<file path="config.mk">
export PLATFORM = sky130hd
export DESIGN_NAME = pipe_generator
export DESIGN_NICKNAME = d
export VERILOG_FILES = /design/src/rtl/pipe_generator.sv
export SDC_FILE = /design/constraint.sdc
export NUM_CORES = 1
export LEC_CHECK = 0
export CAP_MARGIN = 20
export CELL_PAD_IN_SITES_DETAIL_PLACEMENT = 1
export CELL_PAD_IN_SITES_GLOBAL_PLACEMENT = 2
export CORE_MARGIN = 5
export CORE_UTILIZATION = 37
export CTS_BUF_LIST = sky130_fd_sc_hd__clkbuf_4 sky130_fd_sc_hd__clkbuf_8
export CTS_CLUSTER_SIZE = 14
export DETAILED_ROUTE_END_ITERATION = 12
export HOLD_SLACK_MARGIN = 0.03
export PLACE_DENSITY = 0.92
export SLEW_MARGIN = 20
export SYNTH_ARGS = -nofsm -noshare
export SYNTH_HDL_FRONTEND = slang
export SYNTH_SLANG_ARGS = --single-unit
</file>
<file path="constraint.sdc">
create_clock -name clk -period 9.2 [get_ports clk]
set_clock_uncertainty 0.2 [all_clocks]
set_input_delay 1.84 -clock clk [delete_from_list [all_inputs] [get_ports clk]]
set_output_delay 1.84 -clock clk [all_outputs]
set_load 0.02 [all_outputs]
</file>
<file path="src/rtl/pipe_generator.sv">
`default_nettype none
// ============================================================================
//  Module      : pipe_generator
//  Description : Produces the column stream that the playfield shifter loads
//                into its right edge. Emits SPACING empty columns followed by
//                PIPE_WIDTH solid pipe columns, repeating. Each pipe has a
//                GAP-row opening whose position comes from an 8-bit LFSR.
//                Steps once per shift_en pulse, freezes on gameover.
//  Ports       : clk           in   system clock
//                reset         in   asynchronous active-low reset
//                start         in   level, leaves IDLE when high
//                gameover      in   level, freezes the generator (sticky)
//                shift_en      in   1-cycle step pulse shared with the shifter
//                pipeRight     out  [ROWS] column loaded on next shift_en
//                pipe_start    out  1-cycle pulse after a pipe's first column
//                pipes_emitted out  [8] pipes started, wraps 255->0
//  Revision    : 1.0  initial release
// ============================================================================
module pipe_generator #(
  parameter int          ROWS       = 16,
  parameter int          GAP        = 4,
  parameter int          SPACING    = 6,
  parameter int          PIPE_WIDTH = 2,
  parameter logic [7:0]  LFSR_SEED  = 8'hA5
) (
  input  logic            clk,
  input  logic            reset,
  input  logic            start,
  input  logic            gameover,
  input  logic            shift_en,
  output logic [ROWS-1:0] pipeRight,
  output logic            pipe_start,
  output logic [7:0]      pipes_emitted
);

  localparam int          MAX_RUN  = (SPACING > PIPE_WIDTH) ? SPACING : PIPE_WIDTH;
  localparam int          CW       = $clog2(MAX_RUN) + 1;
  // Gap may start anywhere from row 1 up to ROWS-GAP-1, keeping row 0 and
  // row ROWS-1 solid.
  localparam int unsigned GAP_SPAN = ROWS - GAP - 1;
  localparam logic [7:0]  SEED     = (LFSR_SEED == 8'h00) ? 8'h01 : LFSR_SEED;
  localparam logic [ROWS-1:0] GAP_ONES = {{(ROWS-GAP){1'b0}}, {GAP{1'b1}}};
  localparam logic [CW-1:0]   SPACE_LAST = CW'(SPACING - 1);
  localparam logic [CW-1:0]   PIPE_LAST  = CW'(PIPE_WIDTH - 1);

  typedef enum logic [1:0] {
    S_IDLE   = 2'd0,
    S_GAP    = 2'd1,
    S_PIPE   = 2'd2,
    S_FROZEN = 2'd3
  } state_t;

  state_t          state_q, state_d;
  logic [CW-1:0]   cnt_q, cnt_d;
  logic [7:0]      lfsr_q, lfsr_d;
  logic [ROWS-1:0] col_q, col_d;
  logic            ps_q, ps_d;
  logic [7:0]      pipes_q, pipes_d;

  logic [7:0]      w_lfsr_next;
  logic [31:0]     w_gap_top;
  logic [ROWS-1:0] w_pipe_col;

  assign w_lfsr_next = {lfsr_q[6:0], lfsr_q[7] ^ lfsr_q[5] ^ lfsr_q[4] ^ lfsr_q[3]};
  // The gap uses the LFSR value held before this pipe's advance.
  assign w_gap_top   = (32'(lfsr_q) % GAP_SPAN) + 32'd1;
  assign w_pipe_col  = ~(GAP_ONES << w_gap_top);

  always_ff @(posedge clk or negedge reset) begin
    if (!reset) begin
      state_q <= S_IDLE;
      cnt_q   <= '0;
      lfsr_q  <= SEED;
      col_q   <= '0;
      ps_q    <= 1'b0;
      pipes_q <= 8'd0;
    end else begin
      state_q <= state_d;
      cnt_q   <= cnt_d;
      lfsr_q  <= lfsr_d;
      col_q   <= col_d;
      ps_q    <= ps_d;
      pipes_q <= pipes_d;
    end
  end

  always_comb begin
    state_d = state_q;
    cnt_d   = cnt_q;
    lfsr_d  = lfsr_q;
    col_d   = col_q;
    ps_d    = 1'b0;
    pipes_d = pipes_q;

    if (gameover) begin
      // Everything else holds; pipe_start falls to 0 via its default.
      state_d = S_FROZEN;
    end else begin
      case (state_q)
        S_IDLE: begin
          if (start) begin
            state_d = S_GAP;
            cnt_d   = '0;
          end
        end
        S_GAP: begin
          if (shift_en) begin
            if (cnt_q == SPACE_LAST) begin
              col_d   = w_pipe_col;
              cnt_d   = '0;
              state_d = S_PIPE;
              ps_d    = 1'b1;
              pipes_d = pipes_q + 8'd1;
              lfsr_d  = w_lfsr_next;
            end else begin
              col_d = '0;
              cnt_d = cnt_q + CW'(1);
            end
          end
        end
        S_PIPE: begin
          if (shift_en) begin
            if (cnt_q == PIPE_LAST) begin
              col_d   = '0;
              cnt_d   = '0;
              state_d = S_GAP;
            end else begin
              // The pipe column stays in col_q, so the gap stays latched.
              cnt_d = cnt_q + CW'(1);
            end
          end
        end
        default: begin
          state_d = S_FROZEN;
        end
      endcase
    end
  end

  assign pipeRight     = col_q;
  assign pipe_start    = ps_q;
  assign pipes_emitted = pipes_q;

endmodule
`default_nettype wire

</file>
==> impl_metrics.yaml <==
run_status:
  status: "completed"
sta:
  slew_headroom: 0.415
  rsz0062_at_grt: "no"
  fmax_ghz: 0.122
  finalHoldViolations: 0
  tightestPinTransition_ns: 0.856
  finalCritPeriodShare: 0.888
  worst_hold_slack_ns: 0.270
  period_needed_ns: 8.17
  setup_viol: 0
  slew_violations: 0
  finalSetupTns_ns: 0
  setup_slack_ns: 1.03
power:
  power.density_mw_per_mm2: 92.1
  ir_worst_vdd_mv: 0.0998
  finalPower_uw: 356
  p_leak_nw: 1.58
clock_network:
  post_cts_buffers: 0
  clk_path_buf_depth: 2
  cts_hold_buf: 0
  clk_latency_ns: 0.29
  clkSinkCount: 39
  numCtsBuffers: 5
  cts_tree: "built"
  cts_resized: 0
  clkTransAtPathRegs_ns: 0.07
  cts-root-buf: "clkbuf_8"
  cts.htree.levels: 2
worst_setup_path:
  arrival_ns: 8.12
  critPathMaxFanout: 18
  r2r_slack_ns: 1.03
  startpoint: "lfsr_q[6]"
  r2r_start: "lfsr_q[6]"
  criticalPathCategory: "reg2reg"
  crit_path_end_kind: "flop"
  start_kind: "flop"
  worstPathRequired_ns: 9.15
  reg2regPathDepth: 29
  crit_path_top_delay_cell: "dfrtp_1"
  cp_slowest_stage_delay_ns: 0.66
  r2r-end: "pipeRight[12]"
logic_synthesis:
  yosys_warnings: 0
  synth.avg_cell_area_um2: 8.56
  ys_ff_latch: 39
  syn_area_mm2: 0.00345
  ys.flop_type: "dfrtp_1"
  synth_most_common_cell: "nand2_1"
  synth_cell_types: 85
  synth_enable_flop_cells: 0
  synth_nets: 420
  synth.area.top_cells: "dfrtp_1 25%, nand2_1 5.7%, ha_1 4.4%, o21ai_0 4.1%, xnor2_1 3.6%"
  yosysTopAreaCell: "dfrtp_1"
  synthArstFlopShare: 1.00
  syn_inst: 403
  ys_seq_area_frac: 0.284
  synth_top_area_share: 0.254
  synth_top_cells_by_count: "52 x nand2_1, 35 x dfrtp_1, 28 x o21ai_0"
job:
  cap_violations: 0
routing:
  wirelength_um: 9340
  drtIter0Drc: 120
  via_per_inst: 5.89
  drc: 0
  drt_pre_antenna_iters: 4
  ant_nets: 0
  post_drt_wl_per_cell_um: 17.6
  vias: 3123
placement:
  post-place-cells: 522
  hpwl_um: 7050
  portBuffers: 29
  dpl-instance-area_mm2: 0.00377
  routabilityCongestion: 0.872
  post-place-ws_ns: 1.17
final_layout:
  stdcell_area_mm2: 0.00386
  layout.cells.non_filler: 530
  n_fill_cell: 1091
  fin_nets: 435
  drive_gt1_frac: 0.107
  fin_util: 0.422
  synthToLayoutAreaGrowth_pct: 11.9
  num_antenna_cells: 0
hold_path:
  min_path_type: "reg2reg"
  worstHoldStart: "pipeRight[9]"
  whs_endpoint: "pipeRight[9]"
  hold_path_depth: 2
grt:
  antenna_found_initial: 0
  grt_max_degree: 40
  grt_pass1_vias: 3226
  grt_pass1_wl_um: 16100
  overflow: 0
  track_usage: 0.169
floorplan:
  io_pins: 30
  coreArea_mm2: 0.00915
  rows: 35
  dieWidth_um: 107
  fp.dieH_um: 107
  initial_core_util: 0.377
  die_area_mm2: 0.0114
## report_power, final
| group | switching (mW) | internal, mW | total (mW) | leakage, nW |
|---|---|---|---|---|
| combinational | 0.0319 | 0.0183 | 0.0502 | 1.01 |
| sequential | 0.00694 | 0.177 | 0.184 | 0.515 |
| clock | 0.0579 | 0.0634 | 0.121 | 0.0517 |
## cells by family (layout without fill, tap and decap cells)
| kind of cell | Yosys count | in the layout | share of synthesized area |
|---|---|---|---|
| DFF | 39 | 39 | 0.284 |
| xor gates and xnor gates | 20 | 20 | 0.0627 |
| AOI/OAI and AO/OA | 135 | 135 | 0.307 |
| buffers and inverters | 38 | 54 | 0.0508 |
| and+or+nand+nor | 150 | 150 | 0.224 |
| adders and majority gates | 13 | 13 | 0.0464 |
| muxes | 8 | 8 | 0.0254 |
## worst max-delay path, delay by kind of cell (launching register included)
family	cells	cell delay, ns
XOR/XNOR	4	1.14
buffers and inverters	5	0.80
flip-flops	1	0.66
adder cells (fa/ha/maj)	4	1.13
AO/OA/AOI/OAI	8	2.09
multiplexers	1	0.34
AND/OR/NAND/NOR	7	1.63
## flip-flops by register name (all words and copies together), names as in the netlist
| signal | count |
|---|---|
| pipe_start | 1 |
| state_q | 2 |
| cnt_q | 4 |
| lfsr_q | 8 |
| pipeRight | 16 |
| pipes_emitted | 8 |
## worst max-delay path by stage
stage / endpoint / cells past startpoint
final: pipeRight[12] / 29
after global routing: pipeRight[12] / 29
after CTS: pipeRight[12] / 29
after detailed placement: pipeRight[0] / 29
after global placement: pipeRight[12] / 29
after floorplan: pipeRight[8] / 31
## cell type report
cell class              instances  area (µm²)  area share
multi-input cells             326        2290       0.594
flip-flops and latches         39         981       0.254
repair buffers                 30         293      0.0758
well taps                     111         139      0.0360
clock buffers                   7        90.1      0.0233
inverters                      16        60.1      0.0155
clock inverters                 1        5.00     0.00130
## placed cells by master, fill, tap and decap left out, types with 3 or more instances in the layout
| cell | synthesis | layout |
|---|---|---|
| inv_1 | 16 | 16 |
| or3_1 | 4 | 4 |
| o21ai_0 | 28 | 28 |
| o21a_1 | 4 | 4 |
| nand2_1 | 52 | 52 |
| o31ai_1 | 4 | 4 |
| nand3_1 | 11 | 11 |
| nand2b_1 | 8 | 8 |
| nor2_1 | 25 | 25 |
| nand4_1 | 4 | 4 |
| or2_1 | 3 | 3 |
| a211oi_1 | 3 | 3 |
| a22oi_1 | 7 | 7 |
| and4_1 | 3 | 3 |
| a211o_1 | 3 | 3 |
| nand3b_1 | 3 | 3 |
| a21o_1 | 5 | 5 |
| dfstp_2 | 4 | 4 |
| nor3_1 | 9 | 9 |
| xnor2_1 | 14 | 14 |
| nand4b_1 | 4 | 4 |
| a21oi_1 | 22 | 22 |
| and3_1 | 3 | 3 |
| xnor2_2 | 3 | 3 |
| dfrtp_1 | 35 | 35 |
| o211ai_1 | 7 | 7 |
| a32oi_1 | 3 | 3 |
| nor2b_1 | 5 | 5 |
| clkbuf_8 | 0 | 6 |
| ha_1 | 12 | 12 |
| mux2i_1 | 5 | 5 |
| o21ai_1 | 6 | 6 |
| clkdlybuf4s50_1 | 0 | 28 |
## routing by layer
| metal | part of all wire | GRT usage |
|---|---|---|
| met4 | 0.012 | 0.0393 |
| met5 | 0 | 0 |
| met2 | 0.47 | 0.276 |
| met1 | 0.49 | 0.237 |
| met3 | 0.022 | 0.0241 |
Power figures use the tool's default switching activity.
==> variant 1 (same settings) <==
Encoding of `state_t`: now one-hot (4 bits for 4 states).
--- a/src/rtl/pipe_generator.sv
+++ b/src/rtl/pipe_generator.sv
@@ -45,7 +45,7 @@
 
-  typedef enum logic [1:0] {
-    S_IDLE   = 2'd0,
-    S_GAP    = 2'd1,
-    S_PIPE   = 2'd2,
-    S_FROZEN = 2'd3
+  typedef enum logic [3:0] {
+    S_IDLE   = 4'b0001,
+    S_GAP    = 4'b0010,
+    S_PIPE   = 4'b0100,
+    S_FROZEN = 4'b1000
   } state_t;
Formal check against the unedited RTL: same outputs for any inputs over 10 cycles, from zero or initial values and one cycle with reset low; not proved beyond that.
==> variant 1 against the original RTL <==
Sequential cell count up 2; cell area down 3.3%; wire length down 0.27%; cell count down 0.94%; area after synthesis down 2.9%; global-route usage up 0.070 points; first-iteration DRC count up 28%; setup slack better by 0.31 ns; highest routed layer unchanged.
Power is not compared: it rests on default switching activity, and its combinational part moved more than twofold at a synthesized area within 25%.
==> variant 1: results (changes against the original RTL) <==
cp.arrival_ns: 7.83  # -0.29 ns
routed_wl_um: 9317  # -0.27%
outcome: "finished, final reports clean"
antenna_found_initial: 0  # unchanged
grt_pass1_wl_um: 16190  # +0.69%
synthXorXnorAreaFrac: 0.05972  # -0.003003
syn_area_per_cell_um2: 8.256  # -3.6%
yosysWarnings: 0  # unchanged
leakage_nw: 1.497
synth_common_cells: "nand2_1 (45), dfrtp_1 (36), o21ai_0 (27)"
num_vias: 3085  # -1.2%
gp_congestion: 0.8854  # +1.6%
portBuffers: 29  # unchanged
fillers: 1046  # -4.1%
synthMuxAreaShare: 0.01605  # -0.009330
dpl.cell_count: 517  # -0.96%
grt_max_degree: 42  # +5.0%
nets: 428  # -1.6%
grtUsageTotal: 0.1697  # +0.0006966
synth_fa_ha_area_frac: 0.02613  # -0.02028
path_max_fanout: 24  # +6
synth-compound-area-share: 0.2893  # -0.01746
ctsRootBufferMaster: "clkbuf_8"
largest_reg_flops: 16  # unchanged
synthDistinctLibCells: 69  # -19%
worst_pin_slew_ns: 0.9665  # +0.1107 ns
drt_iter0_drc: 153  # +28%
synthesis.nets: 418  # -0.48%
wl_per_cell_um: 17.75  # +0.68%
dp_slack_ns: 1.442  # +0.2757 ns
cp_slowest_cell: "a222oi_1"
clk_pin_slew_ns: 0.09  # +0.02 ns
cpPeakStageDelay_ns: 0.77  # +0.11 ns
first_global_vias: 3233  # +0.22%
ys.flop_type: "dfrtp_1"
synth_area_leaders: "dfrtp_1 (27%), nand2_1 (5.0%), xnor2_1 (4.7%)"
hold_path.class: "flop to flop"
clockBufferDepth: 2  # unchanged
antenna_cells: 0  # unchanged
ys_seq_area_frac: 0.3080  # +0.02369
place_area_mm2: 0.003643  # -3.3%
place_hpwl_um: 6791  # -3.6%
drt_pass1_iterations: 4  # unchanged
drive_gt1_frac: 0.09113  # -0.01627
-- variant 1: changes by cell type in the layout (fill, tap and decap cells not counted), moves of 7 or more --
cell and change:
o21ai_1 +8, nor3b_1 +7, nand2_1 -7, a31oi_1 +8
-- variant 1: layout make-up --
cell class                 count  area, µm²  share of cell area
multi-input combinational    328       2150              0.5757
sequential                    41       1032              0.2765
timing repair buffer          29      285.3             0.07641
tap                          108      135.1             0.03619
clock buffer                   5      68.82             0.01843
inverter                      11      41.29             0.01106
clock inverter                 3      21.27            0.005697
-- variant 1: worst paths after layout --
| kind | start | end | slack [ns] | depth (start not counted) |
|---|---|---|---|---|
| worst max register to register | lfsr_q[4] | pipeRight[6] | 1.34 | 23 |
| worst max-delay path | lfsr_q[4] | pipeRight[6] | 1.34 | 23 |
| worst min register to register | pipes_emitted[7] | pipes_emitted[7] | 0.28 | 1 |
| min in group asynchronous | reset | state_q[1] | 1.47 | 1 |
| max in group asynchronous | reset | lfsr_q[3] | 6.76 | 1 |
| worst min-delay path | pipes_emitted[7] | pipes_emitted[7] | 0.28 | 1 |
-- variant 1: routing by layer --
layer / global-route usage / vias to the layer above / routed length [µm]
met5: 0 / - / 0
met4: 0.03105 / 0 / 104
met2: 0.2967 / 44 / 4553
met3: 0.02219 / 15 / 236
met1: 0.2248 / 1510 / 4422
li1: - / 1516 / -
-- variant 1: worst reg2reg max path, cell delays in order (launching register included) --
cell       delay, ns
dfrtp_1         0.64
a21oi_1         0.38
inv_1           0.13
ha_1            0.36
nand2b_1        0.27
a222oi_1        0.77
a2bb2oi_2       0.38
inv_2           0.10
o221a_2         0.32
a21oi_1         0.33
nor2_1          0.11
xnor2_1         0.16
ha_1            0.30
nor2_1          0.25
a21boi_1        0.29
a211oi_2        0.10
a2111oi_4       0.57
mux2_2          0.40
ha_1            0.21
xnor2_1         0.15
xnor2_1         0.73
xnor2_1         0.23
nor3b_1         0.27
o21ai_1         0.09
-- variant 1: where the power goes --
group	switching (W)	total, W	internal (W)
clock network	0.0000673	0.000121	0.0000539
registers	0	0.000180	0.000180
logic	0.00000395	0.00000538	0.00000144
-- variant 1: cell families after synthesis --
logic type                 after synthesis
adders and majority gates                7
DFF                                     41
muxes                                    5
buffers and inverters                   37
AOI/OAI and AO/OA                      134
and+or+nand+nor                        160
xor gates and xnor gates                22
==> variant 2 (config.mk and constraints unchanged) <==
Without the edit above. `GAP`: 4 -> 8.
--- a/src/rtl/pipe_generator.sv
+++ b/src/rtl/pipe_generator.sv
@@ -20,3 +20,3 @@
   parameter int          ROWS       = 16,
-  parameter int          GAP        = 4,
+  parameter int          GAP        = 8,
   parameter int          SPACING    = 6,
Check against the original RTL: not equivalent (Yosys sat finds a counterexample within 10 cycles, from zero or initial values and one cycle with reset low).
==> variant 2 against the original RTL <==
Cell area is 16% lower; power is 0.91% lower; sequential cell count unchanged; largest power group unchanged; cell count is 19% lower; setup slack better by 1.5 ns; wire length shrank 26%; core utilization rose by 2.2 points; area after synthesis decreased by 18%; combinational power fell by 2%; sequential share of layout area is 4.7 points higher; die area decreased by 17%.
==> variant 2: results (changes against the original RTL) <==
wl_per_cell_um: 16.05  # -8.9%
synth_fa_ha_area_frac: 0.05333  # +0.006923
first_global_vias: 2498  # -23%
outcome: "finished, final reports clean"
dpl.cell_count: 421  # -19%
peakVddDrop_uv: 75.27  # -25%
grtUsageMet2: 0.2495  # -0.02616
place_area_mm2: 0.003166  # -16%
reg2reg_slack_ns: 2.54  # +1.51 ns
reg2regPathDepth: 26  # -10%
avgViaCountPerCell: 5.427  # -7.9%
hp-start: "pipeRight[15]"
slew_headroom: 0.4071  # -0.007595
synth_area_leaders: "dfrtp_1 (31%), ha_1 (5.3%), xnor2_1 (5.3%)"
syn_area_per_cell_um2: 9.170  # +7.1%
grt_pass1_wl_um: 11880  # -26%
cpPeakStageDelay_ns: 0.71  # +0.05 ns
dp_slack_ns: 2.608  # +1.441 ns
grtUsageTotal: 0.1480  # -0.02099
grtUsageMet3: 0.03374  # +0.009658
synthXorXnorAreaFrac: 0.07467  # +0.01194
clockNetworkAreaShare: 0.02730  # +0.002678
drt_iter0_drc: 59  # -51%
cp.arrival_ns: 6.62  # -1.50 ns
multi_input_area_share: 0.5275  # -0.06661
layout.nonclk_buf_frac: 0.09112  # +0.01532
use_met1: 0.1977  # -0.03942
synth-compound-area-share: 0.2196  # -0.08719
synth_common_cells: "dfrtp_1 (35), nand2_1 (34), nor2_1 (22)"
nets: 346  # -20%
cp-endpoint: "pipeRight[4]"
clkbuf_count: 6  # -1
crit_start: "lfsr_q[5]"
path_max_fanout: 14  # -4
holdWs_ns: 0.2830  # +0.01308 ns
fillers: 855  # -22%
area_growth_pct: 15.60
synthDistinctLibCells: 75  # -12%
leakage_nw: 1.424  # -9.7%
==> variant 2: changes by cell type after synthesis, sizes merged, moves of 4 or more <==
cell	before	now
inv	16	12
o21ai	35	22
o211ai	7	12
xor2	2	7
a21oi	24	16
mux2	3	10
nand2	54	35
nand2b	9	2
a22oi	7	1
o31ai	6	1
buf	13	5
o311ai	4	0
==> variant 2: logic make-up (layout without fill, tap and decap cells) <==
| logic type | Yosys count | count (layout) |
|---|---|---|
| muxes | 14 | 14 |
| DFF | 39 | 39 |
| buffers and inverters | 27 | 50 |
| and+or+nand+nor | 109 | 109 |
| xor gates and xnor gates | 24 | 24 |
| adders and majority gates | 12 | 12 |
| AOI/OAI and AO/OA | 82 | 82 |
==> variant 2: routing by layer <==
layer,vias to the layer above,part of all wire
li1,1147,-
met1,1142,0.48
met2,34,0.48
met3,5,0.035
met4,0,0.0044
met5,-,0
==> variant 2: power by group <==
group,switching (W),internal [W]
logic,0.0000304,0.0000189
registers,0.00000712,0.000177
clock network,0.0000628,0.0000560
